===== src/rtl/serial_subtractor_if.sv =====
// rtl/serial_subtractor_if.sv - request/result bundle for the bit-serial subtractor
interface serial_subtractor_if #(
    parameter int WIDTH = 4
);
    logic             START;
    logic [WIDTH-1:0] A;
    logic [WIDTH-1:0] B;
    logic             BI;
    logic             BUSY;
    logic             DONE;
    logic [WIDTH-1:0] D;
    logic             BO;

    modport master (
        output START, A, B, BI,
        input  BUSY, DONE, D, BO
    );

    modport slave (
        input  START, A, B, BI,
        output BUSY, DONE, D, BO
    );
endinterface


===== src/rtl/serial_subtractor.sv =====
// rtl/serial_subtractor.sv - LSB-first bit-serial subtractor, D = A - B - BI mod 2^WIDTH
module serial_subtractor #(
    parameter int WIDTH = 4
) (
    input logic               CLK,
    input logic               RST,
    serial_subtractor_if.slave bus
);
    localparam int CW = $clog2(WIDTH + 1);
    localparam logic [CW-1:0] LAST_BIT = CW'(WIDTH - 1);

    typedef enum logic [1:0] {IDLE, SHIFT, FIN} state_t;

    state_t           state_q, state_d;
    logic [WIDTH-1:0] sa_q, sa_d;
    logic [WIDTH-1:0] sb_q, sb_d;
    logic [WIDTH-1:0] sd_q, sd_d;
    logic [WIDTH-1:0] d_q, d_d;
    logic [CW-1:0]    cnt_q, cnt_d;
    logic             br_q, br_d;
    logic             bo_q, bo_d;
    logic             busy_q, busy_d;
    logic             done_q, done_d;
    logic             diff_bit;
    logic             borrow_next;

    always_comb begin
        diff_bit    = sa_q[0] ^ sb_q[0] ^ br_q;
        borrow_next = (~sa_q[0] & sb_q[0]) | (~(sa_q[0] ^ sb_q[0]) & br_q);

        state_d = state_q;
        sa_d    = sa_q;
        sb_d    = sb_q;
        sd_d    = sd_q;
        d_d     = d_q;
        cnt_d   = cnt_q;
        br_d    = br_q;
        bo_d    = bo_q;

        case (state_q)
            IDLE: begin
                if (bus.START) begin
                    sa_d    = bus.A;
                    sb_d    = bus.B;
                    br_d    = bus.BI;
                    sd_d    = '0;
                    cnt_d   = '0;
                    state_d = SHIFT;
                end
            end
            SHIFT: begin
                sa_d  = sa_q >> 1;
                sb_d  = sb_q >> 1;
                sd_d  = {diff_bit, sd_q[WIDTH-1:1]};
                br_d  = borrow_next;
                cnt_d = cnt_q + 1'b1;
                // The last bit lands in the visible result on the same edge it is computed.
                if (cnt_q == LAST_BIT) begin
                    d_d     = {diff_bit, sd_q[WIDTH-1:1]};
                    bo_d    = borrow_next;
                    state_d = FIN;
                end
            end
            FIN: begin
                state_d = IDLE;
            end
            default: begin
                state_d = IDLE;
            end
        endcase

        busy_d = (state_d == SHIFT);
        done_d = (state_d == FIN);
    end

    always_ff @(posedge CLK or posedge RST) begin
        if (RST) begin
            state_q <= IDLE;
            sa_q    <= '0;
            sb_q    <= '0;
            sd_q    <= '0;
            d_q     <= '0;
            cnt_q   <= '0;
            br_q    <= 1'b0;
            bo_q    <= 1'b0;
            busy_q  <= 1'b0;
            done_q  <= 1'b0;
        end else begin
            state_q <= state_d;
            sa_q    <= sa_d;
            sb_q    <= sb_d;
            sd_q    <= sd_d;
            d_q     <= d_d;
            cnt_q   <= cnt_d;
            br_q    <= br_d;
            bo_q    <= bo_d;
            busy_q  <= busy_d;
            done_q  <= done_d;
        end
    end

    assign bus.BUSY = busy_q;
    assign bus.DONE = done_q;
    assign bus.D    = d_q;
    assign bus.BO   = bo_q;
endmodule


===== src/flat_wrapper.sv =====
// flat-port wrapper written by rule: the top's interface ports become plain ports
module serial_subtractor_flat 
#(
    parameter int WIDTH = 4
)
  (CLK, RST, bus_START, bus_A, bus_B, bus_BI, bus_BUSY, bus_DONE, bus_D, bus_BO);
  serial_subtractor_if #(.WIDTH(WIDTH)) bus_i ();
  input logic CLK;
  input logic RST;
  input wire logic [$bits(bus_i.START)-1:0] bus_START;
  input wire logic [$bits(bus_i.A)-1:0] bus_A;
  input wire logic [$bits(bus_i.B)-1:0] bus_B;
  input wire logic [$bits(bus_i.BI)-1:0] bus_BI;
  output wire logic [$bits(bus_i.BUSY)-1:0] bus_BUSY;
  output wire logic [$bits(bus_i.DONE)-1:0] bus_DONE;
  output wire logic [$bits(bus_i.D)-1:0] bus_D;
  output wire logic [$bits(bus_i.BO)-1:0] bus_BO;
  assign bus_i.START = bus_START;
  assign bus_i.A = bus_A;
  assign bus_i.B = bus_B;
  assign bus_i.BI = bus_BI;
  assign bus_BUSY = bus_i.BUSY;
  assign bus_DONE = bus_i.DONE;
  assign bus_D = bus_i.D;
  assign bus_BO = bus_i.BO;
  serial_subtractor #(.WIDTH(WIDTH)) u_core (.CLK(CLK), .RST(RST), .bus(bus_i));
endmodule

===== config.mk =====
export PLATFORM = sky130hd
export DESIGN_NAME = serial_subtractor_flat
export DESIGN_NICKNAME = d
export VERILOG_FILES = /design/src/rtl/serial_subtractor_if.sv /design/src/rtl/serial_subtractor.sv /design/src/flat_wrapper.sv
export SDC_FILE = /design/constraint.sdc
export NUM_CORES = 1
export LEC_CHECK = 0
export ABC_AREA = 1
export BUFFER_PORTS_ARGS = -buffer_cell sky130_fd_sc_hd__buf_2
export CORE_MARGIN = 5
export CORE_UTILIZATION = 38
export DETAILED_ROUTE_END_ITERATION = 12
export GPL_TIMING_DRIVEN = 1
export MAX_ROUTING_LAYER = met4
export SLEW_MARGIN = 15
export SYNTH_ARGS = -nofsm -noshare
export SYNTH_HDL_FRONTEND = slang
export SYNTH_SLANG_ARGS = --single-unit

===== constraint.sdc =====
create_clock -name CLK -period 2.07 [get_ports CLK]
set_input_delay 0.1035 -clock CLK [delete_from_list [all_inputs] [get_ports CLK]]
set_output_delay 0.1035 -clock CLK [all_outputs]
set_load 0.05 [all_outputs]

==> results.py <==
metrics = {
    "cts": {
        "cts_max_level": 1,
        "cts_tree": "done",
        "post_cts_resized": 0,
        "clkLatencyLatePin_ps": 300,
        "post-cts-setup-buffer-count": 0,
        "clkSlewWorstSetupHoldPaths_ps": 130,
        "clk_path_buf_depth": 2,
        "cts-buffers-inserted": 3,
        "clock_sinks": 24,
        "root_buffer": "clkbuf_4",
    },
    "global_routing": {
        "gr-total-overflow": 0,
        "antenna_found_initial": 0,
        "grt_pass1_vias": 825,
        "grt_pass1_wl_um": 3620,
        "grt_max_degree": 25,
        "grt_usage_pct": 11.2,
    },
    "sta": {
        "finalSetupTns_ps": 0,
        "clock.fmax_ghz": 0.697,
        "drv_slew": 0,
        "rsz0062_at_grt": "false",
        "tightestPinTransition_ps": 473,
        "finClkSkew_ps": 1.15,
        "whs_ps": 8.44,
        "final-hold-violation-count": 0,
        "post-route-period-util_pct": 69.3,
        "layout_setup_ws_ps": 636,
        "finalSetupViolCount": 0,
        "relSlewSlack_pct": 68.5,
        "layout_min_cycle_time_ps": 1430,
    },
    "layout": {
        "design_area_um2": 1280,
        "fin_nets": 165,
        "area_growth_pct": 15.1,
        "diodes": 0,
        "drive_gt1_share_pct": 24.2,
    },
    "die": {
        "initial_core_util_pct": 40.0,
        "core_um2": 2780,
        "rows": 19,
        "die_area_um2": 4110,
        "die_w_um": 64.1,
        "die_y_um": 64.1,
        "io_pins": 19,
    },
    "drt": {
        "drc": 0,
        "first_iter_violations": 33,
        "vias": 862,
        "drt_pre_antenna_iters": 4,
        "drt_wl_total_um": 2040,
        "antenna_left": 0,
        "drt-vias-per-instance": 4.79,
        "wire_per_inst_um": 11.3,
    },
    "worst_setup_path": {
        "path_class": "reg -> reg",
        "cp.required_ps": 2280,
        "crit_fanout": 11,
        "critPathLaunchType": "flop",
        "worstPathArrival_ps": 1650,
        "crit_path_end_kind": "flop",
    },
    "synthesis": {
        "synthMuxAreaShare_pct": 0,
        "synth_area_um2": 1110,
        "synth_compound_area_share_pct": 7.99,
        "synth_ff_type": "dfrtp_1",
        "synth_top_family_by_area": "simple AND/OR/NAND/NOR gates",
        "ys_ff_latch": 24,
        "postSynthCellCount": 127,
        "yosys-top-cells-area": "dfrtp_1 (54%), nand2_1 (13%), inv_1 (6.7%)",
        "avgSynthCellArea_um2": 8.76,
        "synth_commonest_cells": "nand2_1 (38), dfrtp_1 (24), inv_1 (20), nand3_1 (14), o21ai_1 (6)",
        "yosysSeqAreaShare_pct": 54.0,
        "yosys_warnings": 0,
        "synth_edf_count": 0,
        "synth_nets": 142,
        "synth_xor_area_share_pct": 0,
        "synthArstFlopShare_pct": 100,
        "yosys.area_share.simple_pct": 22.9,
        "yosysTopAreaCell": "dfrtp_1",
        "yosysTopAreaCellShare_pct": 54.0,
        "ys_types": 19,
        "yosys.cell_count.top_type": "nand2_1",
        "synthAdderAreaFrac_pct": 4.05,
    },
    "run": {
        "cap_violations": 0,
    },
    "outcome": {
        "status": "complete, no violations",
    },
    "worst_hold_path": {
        "hold_path.class": "in -> reg",
    },
    "power_and_ir_drop": {
        "leakagePower_uw": 0.000711,
        "ir_worst_vdd_uv": 1020,
        "power_density_nw_per_um2": 1630,
    },
    "place": {
        "io_buffers": 18,
        "pre_cts_slack_ps": 644,
        "hpwl_um": 1470,
        "dpl_cell_area_um2": 1220,
        "globalplace.congestion": 0.796,
    },
}
==> registers in the layout, summed over array words and instances, names as in the netlist <==
register / flops
u_core.sb_q: 4
u_core.cnt_q: 3
u_core.sd_q: 3
u_core.bus.BO: 1
u_core.bus.DONE: 1
u_core.state_q: 2
u_core.bus.BUSY: 1
u_core.bus.D: 4
u_core.sa_q: 4
u_core.br_q: 1
==> worst paths after layout <==
kind                                 start              end  slack [ps]  cells past startpoint
setup / recovery           u_core.cnt_q[0]  u_core.bus.D[3]         640                      6
min in group asynchronous              RST  u_core.bus.D[0]         370                      4
hold / removal                    bus_B[3]   u_core.sb_q[3]           8                      3
setup reg to reg           u_core.cnt_q[0]  u_core.bus.D[3]         640                      6
max in group asynchronous              RST   u_core.sd_q[3]        1470                      4
hold reg to reg            u_core.bus.D[1]  u_core.bus.D[1]         490                      2
==> cells by family (layout without fill, tap and decap cells) <==
family	after synthesis	count (layout)
and+or+nand+nor	58	58
buffers and inverters	28	50
DFF	24	24
AOI/OAI and AO/OA	14	14
adders and majority gates	3	3
==> worst max-delay path: stages (launching register included) <==
cell and delay (ps):
dfrtp_1 440, ha_1 220, ha_1 210, nand2_2 220, clkinv_1 130, nand2_1 70, nand2_1 50
==> placed cells by master (no fill, tap or decap), drive strengths merged <==
| cell | count |
|---|---|
| fa | 1 |
| inv | 23 |
| clkinv | 1 |
| dlygate4sd3 | 2 |
| nand2 | 41 |
| a21oi | 3 |
| nor2 | 3 |
| buf | 20 |
| dfrtp | 24 |
| nand3 | 14 |
| ha | 2 |
| clkbuf | 4 |
| o21ai | 11 |
==> report_power, final <==
part           switching [uW]  internal (uW)
logic                     689            344
registers                 137            678
clock network             135            107
total                     962           1130
==> layer usage <==
layer | share of wire [%] | track usage, % | routed length, um | vias up
li1 | - | - | - | 432
met3 | 7.1 | 2.28 | 145 | 2
met1 | 48 | 14.9 | 975 | 405
met2 | 44 | 17.0 | 905 | 23
met5 | 0 | - | 0 | -
met4 | 0.59 | 3.82 | 12 | 0
==> cell type report <==
type,count,area [um^2]
multi-input cells,75,389
repair buffers,22,125
fillers,277,1500
inverters,24,90.1
well taps,31,38.8
clock buffers,4,36.3
flip-flops and latches,24,601
==> metrics by stage <==
stage,std cells,total power [uW],utilization [%]
finish,180,2090,46.0
detailed placement,174,1870,44.0
global route,180,2310,46.0
CTS,180,2120,46.0
global placement,174,1850,44.0
floorplan,127,1660,-
==> what timing repair did <==
item,in CTS,in global routing
setup endpoints to repair,0,0
endpoints found under the hold margin,25,0
hold buffers,2,0
Power figures use the tool's default switching activity.
